## src/rtl/pipe_stage_reg.sv

```systemverilog
// pipe_stage_reg: handshaked pipeline stage register with flush, bubble
// insertion and a saturating stall counter.
//
// Build option: define PIPE_STAGE_SKID_EN to add a second (skid) entry. The
// FULL state then exists, in_ready_o comes straight from a flop and occupancy
// can reach 2. Without it the stage holds one entry and in_ready_o is
// out_ready_i || !out_valid_o.
//
// Ports:
//   clk_i        rising-edge clock
//   rst_ni       asynchronous active-low reset
//   flush_i      synchronous kill of all held entries
//   in_valid_i   upstream offers an entry
//   in_ready_o   stage accepts an entry this cycle
//   in_data_i    upstream payload   [DATA_W]
//   in_ctrl_i    upstream control   [CTRL_W], all-zero is a NOP
//   out_valid_o  entry presented downstream
//   out_ready_i  downstream accepts
//   out_data_o   presented payload (stale when out_valid_o is low)
//   out_ctrl_o   presented control, zero when out_valid_o is low
//   occupancy_o  entries held (0..2)
//   stall_cnt_o  saturating count of out_valid_o && !out_ready_i cycles
module pipe_stage_reg #(
    parameter int unsigned DATA_W = 32,
    parameter int unsigned CTRL_W = 8,
    parameter int unsigned CNT_W  = 16
) (
    input  logic              clk_i,
    input  logic              rst_ni,
    input  logic              flush_i,
    input  logic              in_valid_i,
    output logic              in_ready_o,
    input  logic [DATA_W-1:0] in_data_i,
    input  logic [CTRL_W-1:0] in_ctrl_i,
    output logic              out_valid_o,
    input  logic              out_ready_i,
    output logic [DATA_W-1:0] out_data_o,
    output logic [CTRL_W-1:0] out_ctrl_o,
    output logic [1:0]        occupancy_o,
    output logic [CNT_W-1:0]  stall_cnt_o
);

    typedef enum logic [1:0] {
        StEmpty = 2'd0,
        StBusy  = 2'd1,
        StFull  = 2'd2
    } state_e;

    state_e            state_q, state_d;
    logic [DATA_W-1:0] main_data_q, main_data_d;
    logic [CTRL_W-1:0] main_ctrl_q, main_ctrl_d;
    logic [CNT_W-1:0]  stall_q, stall_d;
    logic              accept, deliver;

`ifdef PIPE_STAGE_SKID_EN
    logic [DATA_W-1:0] skid_data_q, skid_data_d;
    logic [CTRL_W-1:0] skid_ctrl_q, skid_ctrl_d;
    logic              in_ready_q, in_ready_d;

    // Registered ready: no combinational path from out_ready_i.
    assign in_ready_o = in_ready_q;
`else
    assign in_ready_o = out_ready_i || !out_valid_o;
`endif

    assign out_valid_o = (state_q != StEmpty);
    assign out_data_o  = main_data_q;
    assign out_ctrl_o  = out_valid_o ? main_ctrl_q : '0;
    assign stall_cnt_o = stall_q;

    assign accept  = in_valid_i && in_ready_o;
    assign deliver = out_valid_o && out_ready_i;

    always_comb begin
        unique case (state_q)
            StBusy:  occupancy_o = 2'd1;
            StFull:  occupancy_o = 2'd2;
            default: occupancy_o = 2'd0;
        endcase
    end

    always_comb begin
        state_d     = state_q;
        main_data_d = main_data_q;
        main_ctrl_d = main_ctrl_q;
`ifdef PIPE_STAGE_SKID_EN
        skid_data_d = skid_data_q;
        skid_ctrl_d = skid_ctrl_q;
`endif

        if (flush_i) begin
            // Anything accepted this cycle is dropped; a delivery still completes.
            state_d = StEmpty;
`ifdef PIPE_STAGE_SKID_EN
            skid_data_d = '0;
            skid_ctrl_d = '0;
`endif
        end else begin
            case (state_q)
                StEmpty: begin
                    if (accept) begin
                        state_d     = StBusy;
                        main_data_d = in_data_i;
                        main_ctrl_d = in_ctrl_i;
                    end
                end
                StBusy: begin
                    if (accept && deliver) begin
                        main_data_d = in_data_i;
                        main_ctrl_d = in_ctrl_i;
                    end else if (deliver) begin
                        state_d = StEmpty;
                    end else if (accept) begin
`ifdef PIPE_STAGE_SKID_EN
                        state_d     = StFull;
                        skid_data_d = in_data_i;
                        skid_ctrl_d = in_ctrl_i;
`endif
                        // Without the skid entry, accept implies deliver here.
                    end
                end
                StFull: begin
`ifdef PIPE_STAGE_SKID_EN
                    if (deliver) begin
                        state_d     = StBusy;
                        main_data_d = skid_data_q;
                        main_ctrl_d = skid_ctrl_q;
                        skid_data_d = '0;
                        skid_ctrl_d = '0;
                    end
`else
                    state_d = StEmpty;
`endif
                end
                default: state_d = StEmpty;
            endcase
        end
    end

`ifdef PIPE_STAGE_SKID_EN
    assign in_ready_d = (state_d != StFull);
`endif

    // Stall counter saturates and is cleared only by reset.
    always_comb begin
        stall_d = stall_q;
        if (out_valid_o && !out_ready_i && (stall_q != {CNT_W{1'b1}})) begin
            stall_d = stall_q + CNT_W'(1);
        end
    end

    always_ff @(posedge clk_i or negedge rst_ni) begin
        if (!rst_ni) begin
            state_q     <= StEmpty;
            main_data_q <= '0;
            main_ctrl_q <= '0;
            stall_q     <= '0;
`ifdef PIPE_STAGE_SKID_EN
            skid_data_q <= '0;
            skid_ctrl_q <= '0;
            in_ready_q  <= 1'b1;
`endif
        end else begin
            state_q     <= state_d;
            main_data_q <= main_data_d;
            main_ctrl_q <= main_ctrl_d;
            stall_q     <= stall_d;
`ifdef PIPE_STAGE_SKID_EN
            skid_data_q <= skid_data_d;
            skid_ctrl_q <= skid_ctrl_d;
            in_ready_q  <= in_ready_d;
`endif
        end
    end

endmodule

```

## config.mk

```make
export PLATFORM = sky130hd
export DESIGN_NAME = pipe_stage_reg
export DESIGN_NICKNAME = d
export VERILOG_FILES = /design/src/rtl/pipe_stage_reg.sv
export SDC_FILE = /design/constraint.sdc
export NUM_CORES = 1
export LEC_CHECK = 0
export BUFFER_PORTS_ARGS = -buffer_cell sky130_fd_sc_hd__buf_2
export CAP_MARGIN = 20
export CORE_MARGIN = 4
export CORE_UTILIZATION = 42
export DETAILED_ROUTE_END_ITERATION = 8
export PLACE_DENSITY = 0.84
export SYNTH_ARGS = -nofsm -noshare
export SYNTH_HDL_FRONTEND = slang
export SYNTH_SLANG_ARGS = --single-unit
```

## constraint.sdc

```tcl
create_clock -name clk_i -period 1.64 [get_ports clk_i]
set_clock_uncertainty 0.05 [all_clocks]
set_input_delay 0.328 -clock clk_i [delete_from_list [all_inputs] [get_ports clk_i]]
set_output_delay 0.328 -clock clk_i [all_outputs]
set_load 0.05 [all_outputs]
```

==> impl_metrics.py <==
metrics = {
    "die": {
        "fp-row-count": 27,
        "fp.dieArea_um2": 6994,
        "die_y_um": 83.63,
        "initial_utilization": 0.4336,
        "fp.dieW_um": 83.63,
        "ios": 105,
        "core_area_um2": 5540,
    },
    "synth": {
        "synth_cell_types": 29,
        "ys_top_cells_by_area": "dfrtp_1 59%, mux2_2 19%, xor2_1 4.7%, and2_1 2.1%, nor3_1 1.7%",
        "ys_seq_area_frac": 0.5938,
        "netlist_area_um2": 2402,
        "synth_common_cells": "57 x dfrtp_1, 40 x mux2_2, 13 x xor2_1",
        "synth_top_area_share": 0.5938,
        "yosysWarnings": 0,
        "ys_ff_latch": 57,
        "synth_area_per_cell_um2": 13.97,
        "async_flop_share": 1.000,
        "ys.flop_type": "dfrtp_1",
        "yosysTopAreaCell": "dfrtp_1",
        "synthCells": 172,
        "yosysMostFrequentCell": "dfrtp_1",
        "syn_nets": 218,
        "synth_edf_count": 0,
    },
    "cts": {
        "cts.sinks": 57,
        "clk_latency_ns": 0.32,
        "path_clk_slew_ns": 0.06,
        "cts_tree": "done",
        "root_buffer": "clkbuf_8",
        "numCtsBuffers": 9,
        "htreeDepth": 3,
        "cts_max_path_buffers": 2,
    },
    "run_status": {
        "status": "finished clean",
    },
    "global_routing": {
        "antenna_found_initial": 0,
        "grt_pass1_wl_um": 9142,
        "grt_pass1_vias": 1974,
        "gr-total-overflow": 0,
        "grtUsageTotal": 0.1630,
        "grt_max_degree": 58,
    },
    "worst_setup_path": {
        "critPathTopFamily": "simple AND/OR/NAND/NOR gates",
        "cp.required_ns": 1.80,
        "cpMaxStageDelayCell": "dfrtp_2",
        "crit_fanout": 4,
        "worstPathArrival_ns": 1.79,
        "reg2reg_to": "stall_cnt_o[14]$_DFFE_PN0P_",
        "cp-start-kind": "register",
        "r2r_start": "stall_cnt_o[11]$_DFFE_PN0P_",
        "critical_path.cell_chain": "nand4_1 -> or2_4 -> nor3_4 -> mux2_4",
        "cp_slowest_stage_delay_ns": 0.39,
        "reg2regPathDepth": 4,
        "worstSetupPathType": "reg -> reg",
        "critical_path_buf_inv_count": 0,
        "rrSetupSlack_ns": 0.009,
        "end_kind": "register",
    },
    "timing": {
        "min_period_over_period": 0.9947,
        "finalCriticalPeriod_ns": 1.631,
        "slew_violations": 0,
        "fin_setup_tns_ns": 0,
        "fmax_ghz": 0.6130,
        "worst_slack_ns": 0.008657,
        "hold_viol": 0,
        "setup_violations": 0,
        "rsz0062_at_grt": "true",
    },
    "min_path": {
        "holdPathStages": 2,
        "hold_class": "in -> reg",
        "hold_start": "flush_i",
        "hold_path_end": "state_q[0]$_DFFE_PN0P_",
    },
    "route": {
        "drcViolationCount": 0,
        "drtIter0Drc": 64,
        "firstDrtPassIters": 4,
        "vias": 1857,
        "antenna_left": 0,
        "routed_wl_um": 5881,
        "wl_per_cell_um": 15.32,
        "viasPerCell": 4.836,
    },
    "cells_and_area": {
        "nNetsFinal": 353,
        "n_antenna_cell": 0,
        "final_core_util": 0.6475,
        "drive_above_1_share": 0.6987,
        "area_delta_synth_final_pct": 49.32,
    },
    "job": {
        "cap_viol_max_count": 0,
    },
    "pwr": {
        "leakage_nw": 1.814,
        "power_density_nw_per_um2": 1254,
        "peakVddDrop_mv": 0.9762,
    },
    "placed_design": {
        "dp_hpwl_um": 4016,
        "place_ws_ns": -0.2055,
        "place_congestion": 0.7957,
        "port_buffers": 103,
    },
}
[logic make-up after synthesis]
| logic type | count (synthesis) | synth area share |
|---|---|---|
| xor gates and xnor gates | 13 | 0.04740 |
| muxes | 43 | 0.2031 |
| other | 1 | 0.001561 |
| buffers and inverters | 8 | 0.01927 |
| and+or+nand+nor | 48 | 0.1266 |
| adders and majority gates | 1 | 0.005208 |
| DFF | 57 | 0.5938 |
| AOI/OAI and AO/OA | 1 | 0.003126 |
[state kept, by name, summed over array words and instances, names as in the netlist]
signal       flops
stall_cnt_o     16
state_q          1
out_data_o      32
main_ctrl_q      8
[routing by layer]
layer / share of wire / vias to the layer above / track usage
met4: 0.012 / 0 / 0.06140
met5: 0 / - / 0
li1: - / 879 / -
met1: 0.39 / 901 / 0.1813
met3: 0.067 / 7 / 0.04837
met2: 0.53 / 70 / 0.2921
[worst register-to-register path, cell delays in order, from the launching register on]
cell and delay [ns]:
dfrtp_2 0.39, nand4_1 0.23, or2_4 0.36, nor3_4 0.17
mux2_4 0.31
[cell type report]
type	count	area (um^2)
Clock inverter	4	20.02
Tap cell	72	90.09
Inverter	1	16.27
Clock buffer	12	135.1
Multi-Input combinational cell	107	1023
Fill cell	445	1953
Timing Repair Buffer	131	854.6
Sequential cell	57	1448
[how the worst max path moves through the flow]
stage	from	to	slack, ns	depth (start not counted)
after detailed placement	out_ready_i	stall_cnt_o[14]$_DFFE_PN0P_	-0.21	6
after global placement	out_ready_i	stall_cnt_o[14]$_DFFE_PN0P_	-0.19	6
after CTS	state_q[0]$_DFFE_PN0P_	out_data_o[20]$_DFFE_PN0P_	0.002	5
after floorplan	stall_cnt_o[12]$_DFFE_PN0P_	stall_cnt_o[1]$_DFFE_PN0P_	-0.23	4
final	stall_cnt_o[11]$_DFFE_PN0P_	stall_cnt_o[14]$_DFFE_PN0P_	0.009	4
after global routing	stall_cnt_o[14]$_DFFE_PN0P_	stall_cnt_o[1]$_DFFE_PN0P_	-0.05	5
[what timing repair did]
action                                  CTS  global route
gates resized for setup                   8            19
hold endpoints to repair                 57             0
buffers inserted                          2             4
pin swaps                                 0             4
hold buffers                              1             0
endpoints found under the setup margin   45            51
cloned                                    1             2
[report_power, final]
group          switching, mW  leakage, nW  internal, mW
clock                  0.516       0.0839         0.538
combinational           1.10         1.06         0.527
sequential             0.167        0.673          1.65
total                   1.78         1.81          2.72
[per-stage QoR]
step / power, mW / std cells / instance area, um^2 / hold slack, ns
2_1_floorplan: 2.931 / 172 / 2486 / -0.01759
3_3_place_gp: 3.348 / 359 / 3209 / 0.3008
3_5_place_dp: 3.400 / 359 / 3209 / 0.3019
4_1_cts: 4.514 / 378 / 3435 / 0.1315
5_1_grt: 4.719 / 384 / 3587 / 0.1385
6_report: 4.497 / 384 / 3587 / 0.1479
[layout by cell type, fill, tap and decap left out, types with 2 or more instances in the layout]
master / instances
or2_4: 2
nand3_1: 3
buf_6: 3
nor2_1: 5
buf_2: 99
nor3_2: 2
nand2_1: 7
xor2_1: 13
clkbuf_1: 3
dfrtp_2: 17
clkbuf_8: 9
nor3_1: 5
nand4_1: 3
mux2_4: 4
dfrtp_1: 40
clkinv_2: 4
mux2_2: 38
nor4_4: 2
buf_12: 4
clkbuf_16: 2
buf_4: 21
and2_1: 8
(Power assumes the default switching activity.)
